--- config.mk ---
export PLATFORM = sky130hd
export DESIGN_NAME = br_lite_local_if
export DESIGN_NICKNAME = d
export VERILOG_FILES = /design/src/rtl/br_lite_local_if.sv
export SDC_FILE = /design/constraint.sdc
export NUM_CORES = 1
export LEC_CHECK = 0
export ABC_AREA = 1
export BUFFER_PORTS_ARGS = -buffer_cell sky130_fd_sc_hd__buf_2
export CORE_UTILIZATION = 60
export CTS_BUF_LIST = sky130_fd_sc_hd__clkbuf_2 sky130_fd_sc_hd__clkbuf_4 sky130_fd_sc_hd__clkbuf_8
export CTS_CLUSTER_DIAMETER = 30
export DETAILED_ROUTE_END_ITERATION = 10
export PLACE_DENSITY_LB_ADDON = 0.1
export SYNTH_ARGS = -nofsm -noshare
export SYNTH_HDL_FRONTEND = slang
export SYNTH_SLANG_ARGS = --single-unit
--- constraint.sdc ---
create_clock -name clk_i -period 8.75 [get_ports clk_i]
set_input_delay 0.875 -clock clk_i [delete_from_list [all_inputs] [get_ports clk_i]]
set_output_delay 0.875 -clock clk_i [all_outputs]
set_load 0.03 [all_outputs]
--- src/rtl/br_lite_local_if.sv ---
// br_lite_local_if: local-port adapter between a processing element (PE) and
// the router's LOCAL port.
//   TX path: the PE pushes messages into a FIFO. Each accepted message is
//   stamped with the PE address and a rolling id. The head entry is then sent
//   to the router over a four-phase req/ack handshake, held off while the
//   router reports br_busy_i.
//   RX path: flits arriving from the router are acknowledged over a four-phase
//   handshake and queued in a FIFO for the PE. CLEAR flits are acknowledged
//   but not queued.
// Ports:
//   clk_i, rst_i                            clock, async active-high reset
//   tx_valid_i/tx_ready_o/tx_data_i         PE -> TX FIFO push
//   tx_drop_o                               pulse: offered message rejected
//   rx_valid_o/rx_ready_i/rx_data_o         RX FIFO head -> PE
//   br_flit_o/br_req_o/br_ack_i/br_busy_i   to router LOCAL input
//   br_flit_i/br_req_i/br_ack_o             from router LOCAL output

package br_pkg;
  localparam int unsigned BR_ID_W  = 8;
  localparam int unsigned BR_SVC_W = 2;

  localparam logic [BR_SVC_W-1:0] BR_SVC_ALL   = 2'd0;
  localparam logic [BR_SVC_W-1:0] BR_SVC_TGT   = 2'd1;
  localparam logic [BR_SVC_W-1:0] BR_SVC_CLEAR = 2'd2;

  typedef struct packed {
    logic [BR_SVC_W-1:0] service;
    logic [15:0]         source;
    logic [15:0]         target;
    logic [BR_ID_W-1:0]  id;
    logic [15:0]         payload;
  } br_data_t;
endpackage

module br_lite_local_if
  import br_pkg::*;
#(
  parameter logic [15:0] ADDRESS  = 16'h0000,
  parameter int unsigned TX_DEPTH = 4,
  parameter int unsigned RX_DEPTH = 4
) (
  input  logic     clk_i,
  input  logic     rst_i,
  input  logic     tx_valid_i,
  output logic     tx_ready_o,
  input  br_data_t tx_data_i,
  output logic     tx_drop_o,
  output logic     rx_valid_o,
  input  logic     rx_ready_i,
  output br_data_t rx_data_o,
  output br_data_t br_flit_o,
  output logic     br_req_o,
  input  logic     br_ack_i,
  input  br_data_t br_flit_i,
  input  logic     br_req_i,
  output logic     br_ack_o,
  input  logic     br_busy_i
);

  localparam int unsigned TX_AW = $clog2(TX_DEPTH);
  localparam int unsigned TX_CW = TX_AW + 1;
  localparam int unsigned RX_AW = $clog2(RX_DEPTH);
  localparam int unsigned RX_CW = RX_AW + 1;
  localparam logic [TX_CW-1:0] TX_FULL = TX_CW'(TX_DEPTH);
  localparam logic [RX_CW-1:0] RX_FULL = RX_CW'(RX_DEPTH);

  typedef enum logic [1:0] {TX_IDLE, TX_REQ, TX_WAIT_LOW} tx_state_e;
  typedef enum logic       {RX_IDLE, RX_ACK}              rx_state_e;

  // ---------------- TX FIFO ----------------
  br_data_t           r_tx_mem [TX_DEPTH];
  logic [TX_AW-1:0]   r_tx_wr, r_tx_rd;
  logic [TX_CW-1:0]   r_tx_cnt;
  logic [TX_CW-1:0]   w_tx_cnt_nxt;
  logic [BR_ID_W-1:0] r_id_cnt;
  logic               r_tx_ready, r_tx_drop;
  logic               w_tx_svc_ok, w_tx_push, w_tx_pop;
  br_data_t           w_tx_entry;

  assign w_tx_svc_ok  = (tx_data_i.service == BR_SVC_ALL) ||
                        (tx_data_i.service == BR_SVC_TGT);
  assign w_tx_push    = tx_valid_i && r_tx_ready && w_tx_svc_ok;
  assign w_tx_cnt_nxt = r_tx_cnt + TX_CW'(w_tx_push) - TX_CW'(w_tx_pop);

  // Stamp source address and rolling id onto the PE message
  always_comb begin
    w_tx_entry        = tx_data_i;
    w_tx_entry.source = 16'(ADDRESS);
    w_tx_entry.id     = r_id_cnt;
  end

  always_ff @(posedge clk_i) begin
    if (w_tx_push) r_tx_mem[r_tx_wr] <= w_tx_entry;
  end

  // Pointers, occupancy, id counter; drops are any non-ALL/TGT offer, full or not
  always_ff @(posedge clk_i or posedge rst_i) begin
    if (rst_i) begin
      r_tx_wr    <= '0;
      r_tx_rd    <= '0;
      r_tx_cnt   <= '0;
      r_id_cnt   <= '0;
      r_tx_ready <= 1'b0;
      r_tx_drop  <= 1'b0;
    end else begin
      if (w_tx_push) begin
        r_tx_wr  <= r_tx_wr + TX_AW'(1);
        r_id_cnt <= r_id_cnt + BR_ID_W'(1);
      end
      if (w_tx_pop) r_tx_rd <= r_tx_rd + TX_AW'(1);
      r_tx_cnt   <= w_tx_cnt_nxt;
      r_tx_ready <= (w_tx_cnt_nxt != TX_FULL);
      r_tx_drop  <= tx_valid_i && !w_tx_svc_ok;
    end
  end

  // ---------------- TX FSM ----------------
  tx_state_e r_tx_state, w_tx_state_nxt;
  logic      r_br_req, w_br_req_nxt;
  br_data_t  r_br_flit, w_br_flit_nxt;

  always_ff @(posedge clk_i or posedge rst_i) begin
    if (rst_i) begin
      r_tx_state <= TX_IDLE;
      r_br_req   <= 1'b0;
      r_br_flit  <= '0;
    end else begin
      r_tx_state <= w_tx_state_nxt;
      r_br_req   <= w_br_req_nxt;
      r_br_flit  <= w_br_flit_nxt;
    end
  end

  // Busy only gates a new request; once raised, req is held until ack
  always_comb begin
    w_tx_state_nxt = r_tx_state;
    w_br_req_nxt   = r_br_req;
    w_br_flit_nxt  = r_br_flit;
    w_tx_pop       = 1'b0;
    case (r_tx_state)
      TX_IDLE: begin
        if ((r_tx_cnt != '0) && !br_busy_i) begin
          w_tx_state_nxt = TX_REQ;
          w_br_req_nxt   = 1'b1;
          w_br_flit_nxt  = r_tx_mem[r_tx_rd];
        end
      end
      TX_REQ: begin
        if (br_ack_i) begin
          w_tx_state_nxt = TX_WAIT_LOW;
          w_br_req_nxt   = 1'b0;
          w_tx_pop       = 1'b1;
        end
      end
      TX_WAIT_LOW: begin
        if (!br_ack_i) w_tx_state_nxt = TX_IDLE;
      end
      default: begin
        w_tx_state_nxt = TX_IDLE;
        w_br_req_nxt   = 1'b0;
      end
    endcase
  end

  // ---------------- RX FIFO ----------------
  br_data_t         r_rx_mem [RX_DEPTH];
  logic [RX_AW-1:0] r_rx_wr, r_rx_rd;
  logic [RX_CW-1:0] r_rx_cnt;
  logic [RX_CW-1:0] w_rx_cnt_nxt;
  logic             r_rx_valid;
  logic             w_rx_full, w_rx_accept, w_rx_push, w_rx_pop;

  // Fullness uses the current count only, so a pop on a full FIFO frees the
  // slot for the next cycle rather than allowing a same-cycle push
  assign w_rx_full    = (r_rx_cnt == RX_FULL);
  assign w_rx_pop     = rx_ready_i && r_rx_valid;
  assign w_rx_push    = w_rx_accept && (br_flit_i.service != BR_SVC_CLEAR);
  assign w_rx_cnt_nxt = r_rx_cnt + RX_CW'(w_rx_push) - RX_CW'(w_rx_pop);

  always_ff @(posedge clk_i) begin
    if (w_rx_push) r_rx_mem[r_rx_wr] <= br_flit_i;
  end

  always_ff @(posedge clk_i or posedge rst_i) begin
    if (rst_i) begin
      r_rx_wr    <= '0;
      r_rx_rd    <= '0;
      r_rx_cnt   <= '0;
      r_rx_valid <= 1'b0;
    end else begin
      if (w_rx_push) r_rx_wr <= r_rx_wr + RX_AW'(1);
      if (w_rx_pop)  r_rx_rd <= r_rx_rd + RX_AW'(1);
      r_rx_cnt   <= w_rx_cnt_nxt;
      r_rx_valid <= (w_rx_cnt_nxt != '0);
    end
  end

  // ---------------- RX FSM ----------------
  rx_state_e r_rx_state, w_rx_state_nxt;
  logic      r_br_ack, w_br_ack_nxt;

  always_ff @(posedge clk_i or posedge rst_i) begin
    if (rst_i) begin
      r_rx_state <= RX_IDLE;
      r_br_ack   <= 1'b0;
    end else begin
      r_rx_state <= w_rx_state_nxt;
      r_br_ack   <= w_br_ack_nxt;
    end
  end

  always_comb begin
    w_rx_state_nxt = r_rx_state;
    w_br_ack_nxt   = r_br_ack;
    w_rx_accept    = 1'b0;
    case (r_rx_state)
      RX_IDLE: begin
        if (br_req_i && !w_rx_full) begin
          w_rx_accept    = 1'b1;
          w_rx_state_nxt = RX_ACK;
          w_br_ack_nxt   = 1'b1;
        end
      end
      RX_ACK: begin
        if (!br_req_i) begin
          w_rx_state_nxt = RX_IDLE;
          w_br_ack_nxt   = 1'b0;
        end
      end
      default: begin
        w_rx_state_nxt = RX_IDLE;
        w_br_ack_nxt   = 1'b0;
      end
    endcase
  end

  assign tx_ready_o = r_tx_ready;
  assign tx_drop_o  = r_tx_drop;
  assign br_req_o   = r_br_req;
  assign br_flit_o  = r_br_flit;
  assign br_ack_o   = r_br_ack;
  assign rx_valid_o = r_rx_valid;
  assign rx_data_o  = r_rx_mem[r_rx_rd];

endmodule

Word level (Yosys, flattened, before mapping). Memory sizes are Yosys's and may differ from the RTL's. A register that Yosys moved wholly into a read port is not among the register bits. Index checks and enable logic that the tools add are counted.

Bitwise operators: 2. $add $sub $neg: 9. Equal/unequal tests: 11. Reductions and logical operators: 19. Muxes and demuxes: 20.

Operator list (number): 1-bit 2-to-1 mux (13); 2-bit != test (second input constant) (6); 2-bit by 1-bit adder with 2-bit output (second input constant) (4); 8-bit by 1-bit adder with 8-bit output (second input constant) (1); 1-bit logical AND (7); 3-bit by 1-bit adder with 3-bit output (2); 2-bit 2-to-1 mux (3); 2-bit case mux with 3 select lines (1); 3-bit AND reduction (2); 3-bit nonzero test (2); 3-bit by 1-bit subtractor with 3-bit output (2); 2-bit by 1-bit == test with 1-bit output (second input constant) (2); 2-bit logical NOT (2); 1-bit case mux with 2 select lines (2); 2-bit AND reduction (2); 3-bit == test (second input constant) (1); 1-bit logical NOT (3); 3-bit != test (second input constant) (1); 1-bit case mux with 3 select lines (1); 2-bit == test (second input constant) (1); 1-bit NOT (2); 1-bit logical OR (1).

Input port bits: 123. Bits in writable memories: 400. Bits in registers: 46. Output and inout bits: 121. Memories: 2. Logic and storage cells: 78.

Memories: r_rx_mem (depth 4, width 58, read ports 1, clocked after Yosys merged registers in 0, write ports 1, RTL line 166) `br_data_t r_rx_mem [RX_DEPTH];`; r_tx_mem (depth 4, width 42, read ports 1, clocked after Yosys merged registers in 1, write ports 1, RTL line 71) `br_data_t r_tx_mem [TX_DEPTH];`.

Logic depth before layout (Yosys ltp).
Word-level depth: 9. Mapped depth: 11. Gate-level depth less buffers: 11.

Worst setup path after synthesis. OpenSTA, ideal clock, no wires.

Path kind: input-to-reg. Start: input port br_req_i. End: memory r_rx_mem[0][0] in the netlist's numbering (enable). Arrival: 3.682 ns. Buffers on the path: 0. Setup time: 0.474 ns. Path slack: 4.593 ns. Stages on the path: 4. Data required time: 8.276 ns. Cell sequence: inv_1 > nor2_1 > nand3_2 > nor2_1.

Cells in the longest elaborated chain, start to end: 6.

Ends and longest elaborated chain: from (decl) (RTL line 55) `input logic br_req_i,`; 1-bit logical AND (RTL line 218) `if (br_req_i && !w_rx_full) begin`; 1-bit 2-to-1 mux (RTL line 218); 1-bit 2-to-1 mux (RTL line 216) `case (r_rx_state)`; 1-bit logical AND (RTL line 177) `assign w_rx_push = w_rx_accept && (br_flit_i.service != BR_SVC_CLEAR);`; 1-bit 2-to-1 mux (RTL line 181) `if (w_rx_push) r_rx_mem[r_rx_wr] <= br_flit_i;`; 1-bit 2-to-1 mux (not written as such) (RTL line 181); to (decl) (RTL line 166).

No other way between the ends.

==> summary.txt <==
Congestion Overflow GR -> 0
largest net degree at the start of global routing -> 118
Seq/Total Area, Yosys -> 75.65%
H-tree levels -> 3
PD cells -> 367.5 nW/um^2
Hold Startpoint -> r_rx_state
chain of cells forming the critical path -> buf_4, o21ai_0, o22ai_1, buf_2
cts hold-fix bufs -> 0
reg-to-reg endpoint -> r_rx_mem[3][11]
layout cells sized above 1 -> 23.37%
root buf cell -> clkbuf_8
Final ANT Viol Nets -> 0
CTS tree -> built
total power -> 0.007918 W
slack of the worst reg-to-reg path -> 6.16 ns
Yosys reg bits -> 472
final setup margin -> 5.187 ns
most frequent cells after synthesis -> 400 x edfxtp_1, 300 x nor2_1, 210 x nand2_1
period utilization -> 40.72%
area leader, netlist -> edfxtp_1
Final Hold Viols -> 0
Skew-Pair Late Insertion Delay -> 0.60 ns
first-pass GRT wire length -> 57620 um
Post-layout nets -> 1793
Max Cap Viol -> 0
Post-Synthesis Cells -> 1423
DP HPWL -> 19290 um
Setup Buffers After CTS -> 0
Final TNS setup -> 0 ns
via/cell ratio -> 5.330
initial antenna violation count -> 2
Post-Layout Cell Count -> 2122
DP Cell Count -> 1955
most frequent cell after synthesis -> edfxtp_1
drt initial violations -> 920
1st-pass router iterations -> 5
vias in the first global route -> 11070
status -> finished clean
Ys Warns -> 0
pre-CTS WS -> 5.459 ns
die footprint -> 31130 um^2
Core Rows -> 63
critical setup path kind -> flip-flop to output port
DIE WIDTH -> 176.4 um
Arr. time, crit path -> 2.69 ns
Achievable Freq -> 280.7 MHz
detailed-route DRC error count -> 0
Area contributors post-synth -> edfxtp_1 66%, dfrtp_1 9.9%, nor2_1 6.2%
core area -> 29800 um^2
routed length per instance -> 17.43 um
RSZ-0062 raised after global routing -> no
min-delay worst type -> flip-flop to flip-flop
FF/Latch Area -> 13820 um^2
GRT Total Usage -> 24.17%
R2R depth -> 4
Initial Util -> 61.28%
Worst EP required -> 7.88 ns
Max clock buf depth -> 3
# resized after CTS -> 0
P_leak -> 8.365 nW
Hold Path Stages -> 1
synthesized area per cell -> 12.83 um^2
CP Max Fanout -> 116
Port-buffer cells -> 203
Area Overhead vs Synth -> 18.02%
area of the multi-input gates -> 3857 um^2
R2R Path Start -> r_rx_state
vias post-DR -> 11310
post-synthesis cell area -> 18260 um^2
fillers -> 2043
Yosys cell types -> 31
Final GP Congestion -> 0.7358
Layout Skew -> 0.01849 ns
final WL -> 36990 um
Die Ht -> 176.4 um
slew margin rel. -> 23.67%
predominant post-synthesis flop cell -> edfxtp_1
final setup violation count -> 0
CP Launch Type -> flip-flop
clk slew on worst S/H paths -> 0.06 ns
Least-Margin Pin Slew -> 1.145 ns
Crit-path slowest cell -> buf_4
number of flops mapped to enable cells by yosys -> 400
CP peak stage delay -> 0.81 ns
Max Slew Vio Count -> 0
CTS sink cnt -> 472
async set or reset register ratio after synthesis -> 15.25%
Synth top area share -> 65.78%
Peak VDD IR -> 248.0 uV
IO Count -> 244
TritonCTS Buffers -> 88
CP endpoint kind -> output port
endpoint of the worst hold path -> br_ack_o
Min Clock Period, post-route -> 3.563 ns
layer usage:
| metal | vias to the layer above | part of all wire [%] | GRT usage [%] |
|---|---|---|---|
| met2 | 341 | 51 | 41.78 |
| met3 | 46 | 7.3 | 5.039 |
| met4 | 2 | 1.6 | 8.549 |
| li1 | 5434 | - | - |
| met1 | 5487 | 40 | 30.34 |
| met5 | - | 0.027 | 0 |
power by group:
part | switching (W) | total [W] | internal [W]
logic | 0.00179 | 0.00247 | 0.000681
clock network | 0.000921 | 0.00244 | 0.00152
registers | 0.000203 | 0.00300 | 0.00280
cells by family (layout without fill, tap and decap cells):
logic type,after synthesis,count (layout),share of synthesized area (%)
compound gates,265,265,7.689
simple gates,529,529,11.19
flops,472,472,75.65
fa+ha+maj,15,15,1.110
xor+xnor,10,10,0.4797
other cells,1,19,0.02054
buf+inv,131,422,3.858
how the worst max path moves through the flow:
stage	slack, ns	startpoint	depth (start not counted)	endpoint
after detailed placement	5.46	br_req_i	6	r_rx_mem[3][18]
after global placement	5.46	br_req_i	6	r_rx_mem[3][18]
after floorplan	4.59	br_req_i	4	r_rx_mem[0][0]
after CTS	5.15	r_rx_rd[0]	4	rx_data_o[25]
after global routing	4.98	r_rx_rd[0]	4	rx_data_o[25]
final	5.19	r_rx_rd[0]	4	rx_data_o[8]
area by class of cell:
class                      instances  area share, %
clock buffer                     110          6.503
tap                              390          2.265
sequential                       472          64.15
multi-input combinational        835          17.90
timing repair buffer             216          5.168
antenna                            3        0.03484
inverter                          42         0.7607
clock inverter                    54          3.217
worst max-delay path, delay by kind of cell (launching register included):
| kind | cells | cell delay [ns] |
|---|---|---|
| buffers and inverters | 2 | 1.04 |
| AOI/OAI and AO/OA | 2 | 0.50 |
| DFF | 1 | 0.43 |
cell usage in the layout (no fill, tap or decap), types with 2 or more instances in the layout:
master      synthesis  layout
nor2_4              1       9
clkinv_4            0       4
nor2_1            300     292
inv_2               4       4
clkinv_2            0      14
inv_4               2       2
ha_1               13      13
nand3_2             2       2
xor2_1              8       8
xnor2_1             2       2
buf_2              27     203
fa_1                2       2
bufinv_16           0      15
o22ai_1            58      58
a21oi_1             3       3
o21ai_0           138     138
nor2_2             11      11
clkbuf_4            0      18
dfrtp_2             0       2
clkinv_1            0       9
dfrtp_1            72      68
inv_6               0       6
diode_2             0       3
dfrtp_4             0       2
buf_4              24      13
edfxtp_1          400     400
conb_1              1      16
o21ai_1            64      64
clkbuf_8            0      92
nand2_1           210     210
clkinvlp_4          0       6
inv_1              36      35
nand3_1             3       3
state kept, by name (all words and copies together), names as in the netlist, 2 cells and up:
name	count
r_tx_rd	2
r_id_cnt	8
r_rx_cnt	3
r_rx_rd	2
r_tx_mem	168
r_rx_wr	2
r_tx_cnt	3
r_rx_mem	232
r_tx_state	2
br_flit_o	42
r_tx_wr	2
stage by stage:
step	utilization (%)	area, um^2	hold slack [ns]
floorplan	-	18320	0.4413
global placement	65.26	19450	0.4574
global route	72.29	21540	0.4478
detailed placement	65.26	19450	0.4596
finish	72.32	21550	0.4621
CTS	72.29	21540	0.4387
(Power assumes the default switching activity.)
